--- config.mk ---
export PLATFORM = sky130hd
export DESIGN_NAME = regfile_wb_arbiter
export DESIGN_NICKNAME = d
export VERILOG_FILES = /design/src/rtl/regfile_wb_arbiter_pkg.sv /design/src/rtl/regfile_wb_arbiter_rr_arbiter.sv /design/src/rtl/regfile_wb_arbiter.sv
export SDC_FILE = /design/constraint.sdc
export NUM_CORES = 1
export LEC_CHECK = 0
export ABC_CLOCK_PERIOD_IN_PS = 1700
export CORE_UTILIZATION = 37
export DETAILED_ROUTE_END_ITERATION = 10
export PLACE_DENSITY = 0.76
export SLEW_MARGIN = 5
export SYNTH_ARGS = -nofsm -noshare
export SYNTH_HDL_FRONTEND = slang
export SYNTH_SLANG_ARGS = --single-unit
--- constraint.sdc ---
create_clock -name clk -period 1.7 [get_ports clk]
set_input_delay 0.255 -clock clk [delete_from_list [all_inputs] [get_ports clk]]
set_output_delay 0.255 -clock clk [all_outputs]
set_load 0.01 [all_outputs]
--- src/rtl/regfile_wb_arbiter_pkg.sv ---
// regfile_wb_arbiter_pkg
// Shared constants for the writeback arbiter slice: register-file geometry,
// default requester count and the round-robin pointer advance helper.
// No ports (package).
package regfile_wb_arbiter_pkg;

   localparam int REG_NUM_LOG2 = 5;   // register address width
   localparam int REG_BUS_W    = 32;  // register data width
   localparam int WB_REQ_NUM   = 2;   // default number of writeback sources

   // Advance a round-robin index by one with wrap to 0 after n-1.
   function automatic int rr_wrap_inc(input int idx, input int n);
      return (idx + 1 >= n) ? 0 : idx + 1;
   endfunction

endpackage

--- src/rtl/regfile_wb_arbiter_rr_arbiter.sv ---
// rr_arbiter
// Combinational N-way round-robin pick. Scans from ptr upward (mod N) and
// grants the first valid source.
// Ports:
//   valid     in   N      request vector
//   ptr       in   IDX_W  highest-priority source index
//   grant     out  N      one-hot grant, zero when nothing is valid
//   grant_idx out  IDX_W  index of the granted source (0 when none)
//   grant_any out  1      a grant was issued
module rr_arbiter
   import regfile_wb_arbiter_pkg::*;
#(
   parameter int N     = WB_REQ_NUM,
   parameter int IDX_W = $clog2(N)
) (
   input  logic [N-1:0]     valid,
   input  logic [IDX_W-1:0] ptr,
   output logic [N-1:0]     grant,
   output logic [IDX_W-1:0] grant_idx,
   output logic             grant_any
);

   logic [IDX_W-1:0] cand_idx;

   // Walk offsets from farthest to nearest so the nearest valid source
   // (lowest offset from ptr) is the last one written and therefore wins.
   always_comb begin
      grant     = '0;
      grant_idx = '0;
      grant_any = 1'b0;
      cand_idx  = '0;
      for (int k = N - 1; k >= 0; k--) begin
         cand_idx = IDX_W'((int'(ptr) + k) % N);
         if (valid[cand_idx]) begin
            grant           = '0;
            grant[cand_idx] = 1'b1;
            grant_idx       = cand_idx;
            grant_any       = 1'b1;
         end
      end
   end

endmodule

--- src/rtl/regfile_wb_arbiter.sv ---
// regfile_wb_arbiter
// Shares the register-file write port among NUM_REQ writeback sources with
// round-robin arbitration and a registered write stage.
// Ports:
//   clk       in   1               clock
//   rst       in   1               asynchronous reset, active low
//   hold      in   1               suppress all new grants this cycle
//   req_valid in   NUM_REQ         per-source write request
//   req_addr  in   NUM_REQ*ADDR_W  packed destination addresses
//   req_data  in   NUM_REQ*DATA_W  packed write data
//   req_ready out  NUM_REQ         one-hot/zero combinational grant
//   we        out  1               register-file write enable (registered)
//   waddr     out  ADDR_W          register-file write address (registered)
//   wdata     out  DATA_W          register-file write data (registered)
//   busy      out  1               some valid request was not granted
module regfile_wb_arbiter
   import regfile_wb_arbiter_pkg::*;
#(
   parameter int NUM_REQ = WB_REQ_NUM,
   parameter int ADDR_W  = REG_NUM_LOG2,
   parameter int DATA_W  = REG_BUS_W
) (
   input  logic                        clk,
   input  logic                        rst,
   input  logic                        hold,
   input  logic [NUM_REQ-1:0]          req_valid,
   input  logic [NUM_REQ*ADDR_W-1:0]   req_addr,
   input  logic [NUM_REQ*DATA_W-1:0]   req_data,
   output logic [NUM_REQ-1:0]          req_ready,
   output logic                        we,
   output logic [ADDR_W-1:0]           waddr,
   output logic [DATA_W-1:0]           wdata,
   output logic                        busy
);

   localparam int IDX_W = $clog2(NUM_REQ);

   logic [IDX_W-1:0]   ptr_reg, ptr_next;
   logic [NUM_REQ-1:0] eligible;
   logic [NUM_REQ-1:0] grant_onehot;
   logic [IDX_W-1:0]   grant_idx;
   logic               grant_any;
   logic               commit;
   logic [ADDR_W-1:0]  sel_addr;
   logic [DATA_W-1:0]  sel_data;
   logic               we_reg;
   logic [ADDR_W-1:0]  waddr_reg;
   logic [DATA_W-1:0]  wdata_reg;

   logic [ADDR_W-1:0]  addr_arr [NUM_REQ];
   logic [DATA_W-1:0]  data_arr [NUM_REQ];

   genvar gi;
   generate
      for (gi = 0; gi < NUM_REQ; gi++) begin : g_unpack
         assign addr_arr[gi] = req_addr[gi*ADDR_W +: ADDR_W];
         assign data_arr[gi] = req_data[gi*DATA_W +: DATA_W];
      end
   endgenerate

   // Grants are masked off entirely during reset and hold, so the arbiter
   // only ever sees valid bits; address/data never influence ready.
   assign eligible = (rst && !hold) ? req_valid : '0;

   rr_arbiter #(
      .N     (NUM_REQ),
      .IDX_W (IDX_W)
   ) u_rr_arbiter (
      .valid     (eligible),
      .ptr       (ptr_reg),
      .grant     (grant_onehot),
      .grant_idx (grant_idx),
      .grant_any (grant_any)
   );

   assign req_ready = grant_onehot;
   assign busy      = |(req_valid & ~grant_onehot);

   assign sel_addr = addr_arr[grant_idx];
   assign sel_data = data_arr[grant_idx];

   // Writes to register 0 complete the handshake but are never committed.
   assign commit = grant_any && (sel_addr != '0);

   always_comb begin
      ptr_next = ptr_reg;
      if (grant_any) begin
         ptr_next = IDX_W'(rr_wrap_inc(int'(grant_idx), NUM_REQ));
      end
   end

   always_ff @(posedge clk or negedge rst) begin
      if (!rst) begin
         ptr_reg   <= '0;
         we_reg    <= 1'b0;
         waddr_reg <= '0;
         wdata_reg <= '0;
      end else begin
         ptr_reg <= ptr_next;
         we_reg  <= commit;
         if (commit) begin
            waddr_reg <= sel_addr;
            wdata_reg <= sel_data;
         end
      end
   end

   assign we    = we_reg;
   assign waddr = waddr_reg;
   assign wdata = wdata_reg;

endmodule

==> results.sh <==
export IMPL_syn2layout_area_growth_pct=78.4
export IMPL_die_w_um=83.0
export IMPL_largest_reg_flops=32
export IMPL_ys_warn_count=0
export IMPL_hpwl_um=4730
export IMPL_run_status="complete, no violations"
export IMPL_drive_above_1_share_pct=26.7
export IMPL_first_iter_violations=62
export IMPL_clock_latency_ns=0.28
export IMPL_fin_cells=448
export IMPL_pwr_density_cell_mw_per_mm2=723
export IMPL_worst_hold_slack_ns=0.141
export IMPL_fin_crit_sh_pct=99.5
export IMPL_final_cell_mix="clkdlybuf4s50_1 (106), dfrtp_1 (39), inv_1 (37), nor2_1 (34), a221oi_2 (29)"
export IMPL_crit_family="simple AND/OR/NAND/NOR gates"
export IMPL_synth_area_top_cells="dfrtp_1 (40%), a221oi_2 (17%), mux2i_1 (14%), inv_1 (5.7%), nor2_1 (5.4%)"
export IMPL_dieHeight_um=83.0
export IMPL_num_vias=2310
export IMPL_cts_reportedPaths_clkPinSlew_ns=0.08
export IMPL_path_class="primary input to register"
export IMPL_dp_cells=422
export IMPL_layout_setup_ws_ns=0.00875
export IMPL_holdBufCountCts=0
export IMPL_synthFlopType="dfrtp_1"
export IMPL_fillCellCount=500
export IMPL_worst_slew_pin_slew_ns=0.530
export IMPL_num_antenna_cells=0
export IMPL_cts_sinks=39
export IMPL_cpMaxStageDelayCell="or4_4"
export IMPL_drt_wl_total_um=7200
export IMPL_setup_violations=0
export IMPL_ys_seq_elements=39
export IMPL_drv_cap=0
export IMPL_crit_path_start="req_addr[8]"
export IMPL_hold_violations=0
export IMPL_final_common_cell="clkdlybuf4s50_1"
export IMPL_syn_inst=222
export IMPL_crit_path_end_kind="register"
export IMPL_crit_required_ns=1.86
export IMPL_skew_ns=0.00729
export IMPL_fin_crit_ns=1.69
export IMPL_dr_pass1_iters=4
export IMPL_grt_pass1_vias=2274
export IMPL_timing_setup_tns_ns=0
export IMPL_fin_nets=449
export IMPL_via_per_inst=5.16
export IMPL_grt_overflow_total=0
export IMPL_rsz0062_at_grt="true"
export IMPL_crit_path_start_kind="primary input"
export IMPL_port_buffers=119
export IMPL_post_route_drc_count=0
export IMPL_syn_avg_cell_area_um2=10.9
export IMPL_max_freq_mhz=591
export IMPL_io_pins=120
export IMPL_grt_first_pass_wirelength_um=11000
export IMPL_syn_area_mm2=0.00243
export IMPL_antenna_left=0
export IMPL_core_area_mm2=0.00635
export IMPL_cts_buffers=5
export IMPL_synth_top_area_share_pct=40.2
export IMPL_synth_edf_count=0
export IMPL_power_mw=3.13
export IMPL_p_leak_nw=1.85
export IMPL_dpl_instance_area_mm2=0.00380
export IMPL_critPathMaxStageDelay_ns=0.58
export IMPL_relSlewSlack_pct=64.7
export IMPL_h_tree_depth=2
export IMPL_routedWlPerCell_um=16.1
export IMPL_gp_congestion=0.821
export IMPL_cts_tree="built"
export IMPL_utilization_pct=68.2
export IMPL_ir_worst_vdd_uv=461
export IMPL_maxSlewViolCount=0
export IMPL_cp_max_fo=6
export IMPL_antenna_found_initial=0
export IMPL_track_usage_pct=19.7
export IMPL_die_area_mm2=0.00688
export IMPL_ys_async_sr_fraction_pct=100
export IMPL_yosysTopAreaCell="dfrtp_1"
export IMPL_min_path_type="primary input to asynchronous set/reset pin"
export IMPL_core_rowCount=29
export IMPL_preCtsSetupSlack_ns=-0.559
export IMPL_ys_seq_area_share_pct=40.2
export IMPL_initial_core_util_pct=38.2
export IMPL_reg2reg_from="ptr_reg"
export IMPL_grt_max_degree=40
export IMPL_synth_fp_nets=301
export IMPL_ctsRootBufferMaster="clkbuf_8"
export IMPL_cp_arrival_ns=1.85
export IMPL_synth_distinct_cells=31
export IMPL_worstPathCellList="dlygate4sd2_1, or4_4, nor2_8, bufbuf_16, mux2i_1, a221oi_2"
export IMPL_fin_area_mm2=0.00433
export IMPL_cts_buffer_depth=2
export IMPL_cp_buffers_inverters=2
cell type report:
class / instances / area [µm²] / area share, %
Inverter: 38 / 143 / 3.29
Tap cell: 77 / 96.3 / 2.23
Clock inverter: 1 / 5.00 / 0.116
Timing Repair Buffer: 156 / 1750 / 40.4
Multi-Input combinational cell: 130 / 1280 / 29.7
Sequential cell: 39 / 976 / 22.5
Clock buffer: 7 / 76.3 / 1.76
cells by family (layout without fill, tap and decap cells):
kind of cell             Yosys count  after routing  synth area share (%)
multiplexers                      34             34                  14.0
AND/OR/NAND/NOR                   47             47                  9.54
adder cells (fa/ha/maj)            1              1                 0.413
AO/OA/AOI/OAI                     48             48                  24.1
flip-flops                        39             39                  40.2
buffers and inverters             53            202                  11.7
layer usage:
| metal | part of all wire (%) | track usage [%] | routed length (µm) | up-vias |
|---|---|---|---|---|
| met3 | 5.0 | 4.57 | 357 | 12 |
| met2 | 49 | 34.3 | 3550 | 81 |
| met1 | 44 | 24.4 | 3130 | 1124 |
| met5 | 0 | 0 | 0 | - |
| met4 | 2.2 | 5.02 | 158 | 0 |
| li1 | - | - | - | 1093 |
synthesized netlist by cell type, types with 2 or more instances:
library cell,instances
buf_2,4
a21oi_1,2
a221oi_1,5
and3_1,2
nand2b_1,2
nor2_1,35
inv_1,37
o21ai_0,2
a221oi_2,27
buf_8,5
a211oi_1,6
dfrtp_1,39
mux2i_1,34
or4_4,2
clkbuf_1,2
buf_6,3
report_power, final:
part           internal (mW)  switching [mW]
clock                  0.288           0.315
combinational          0.788           0.478
sequential              1.11           0.152
total                   2.18           0.945
worst reg2reg max path: stages, from the launching register on:
cell       delay, ns
dfrtp_1         0.41
nand2b_1        0.21
a311oi_4        0.31
nand2b_4        0.28
clkbuf_16       0.19
a221oi_2        0.07
what timing repair did:
item	in CTS	in global routing
setup buffers	9	0
gates cloned	3	7
setup endpoints to repair	39	37
gates resized for setup	27	26
pin swaps	8	8
path summary, 6_finish.rpt:
path                             end  slack (ns)  cells after the start
max                        wdata[22]       0.009                      6
min                         waddr[2]        0.14                      2
max reg2reg                wdata[18]        0.10                      5
min reg2reg                  ptr_reg        0.52                      1
max in group asynchronous    ptr_reg        1.20                      2
min in group clk            waddr[3]        0.24                      3
Note: power is estimated with default switching activity, not from simulation.
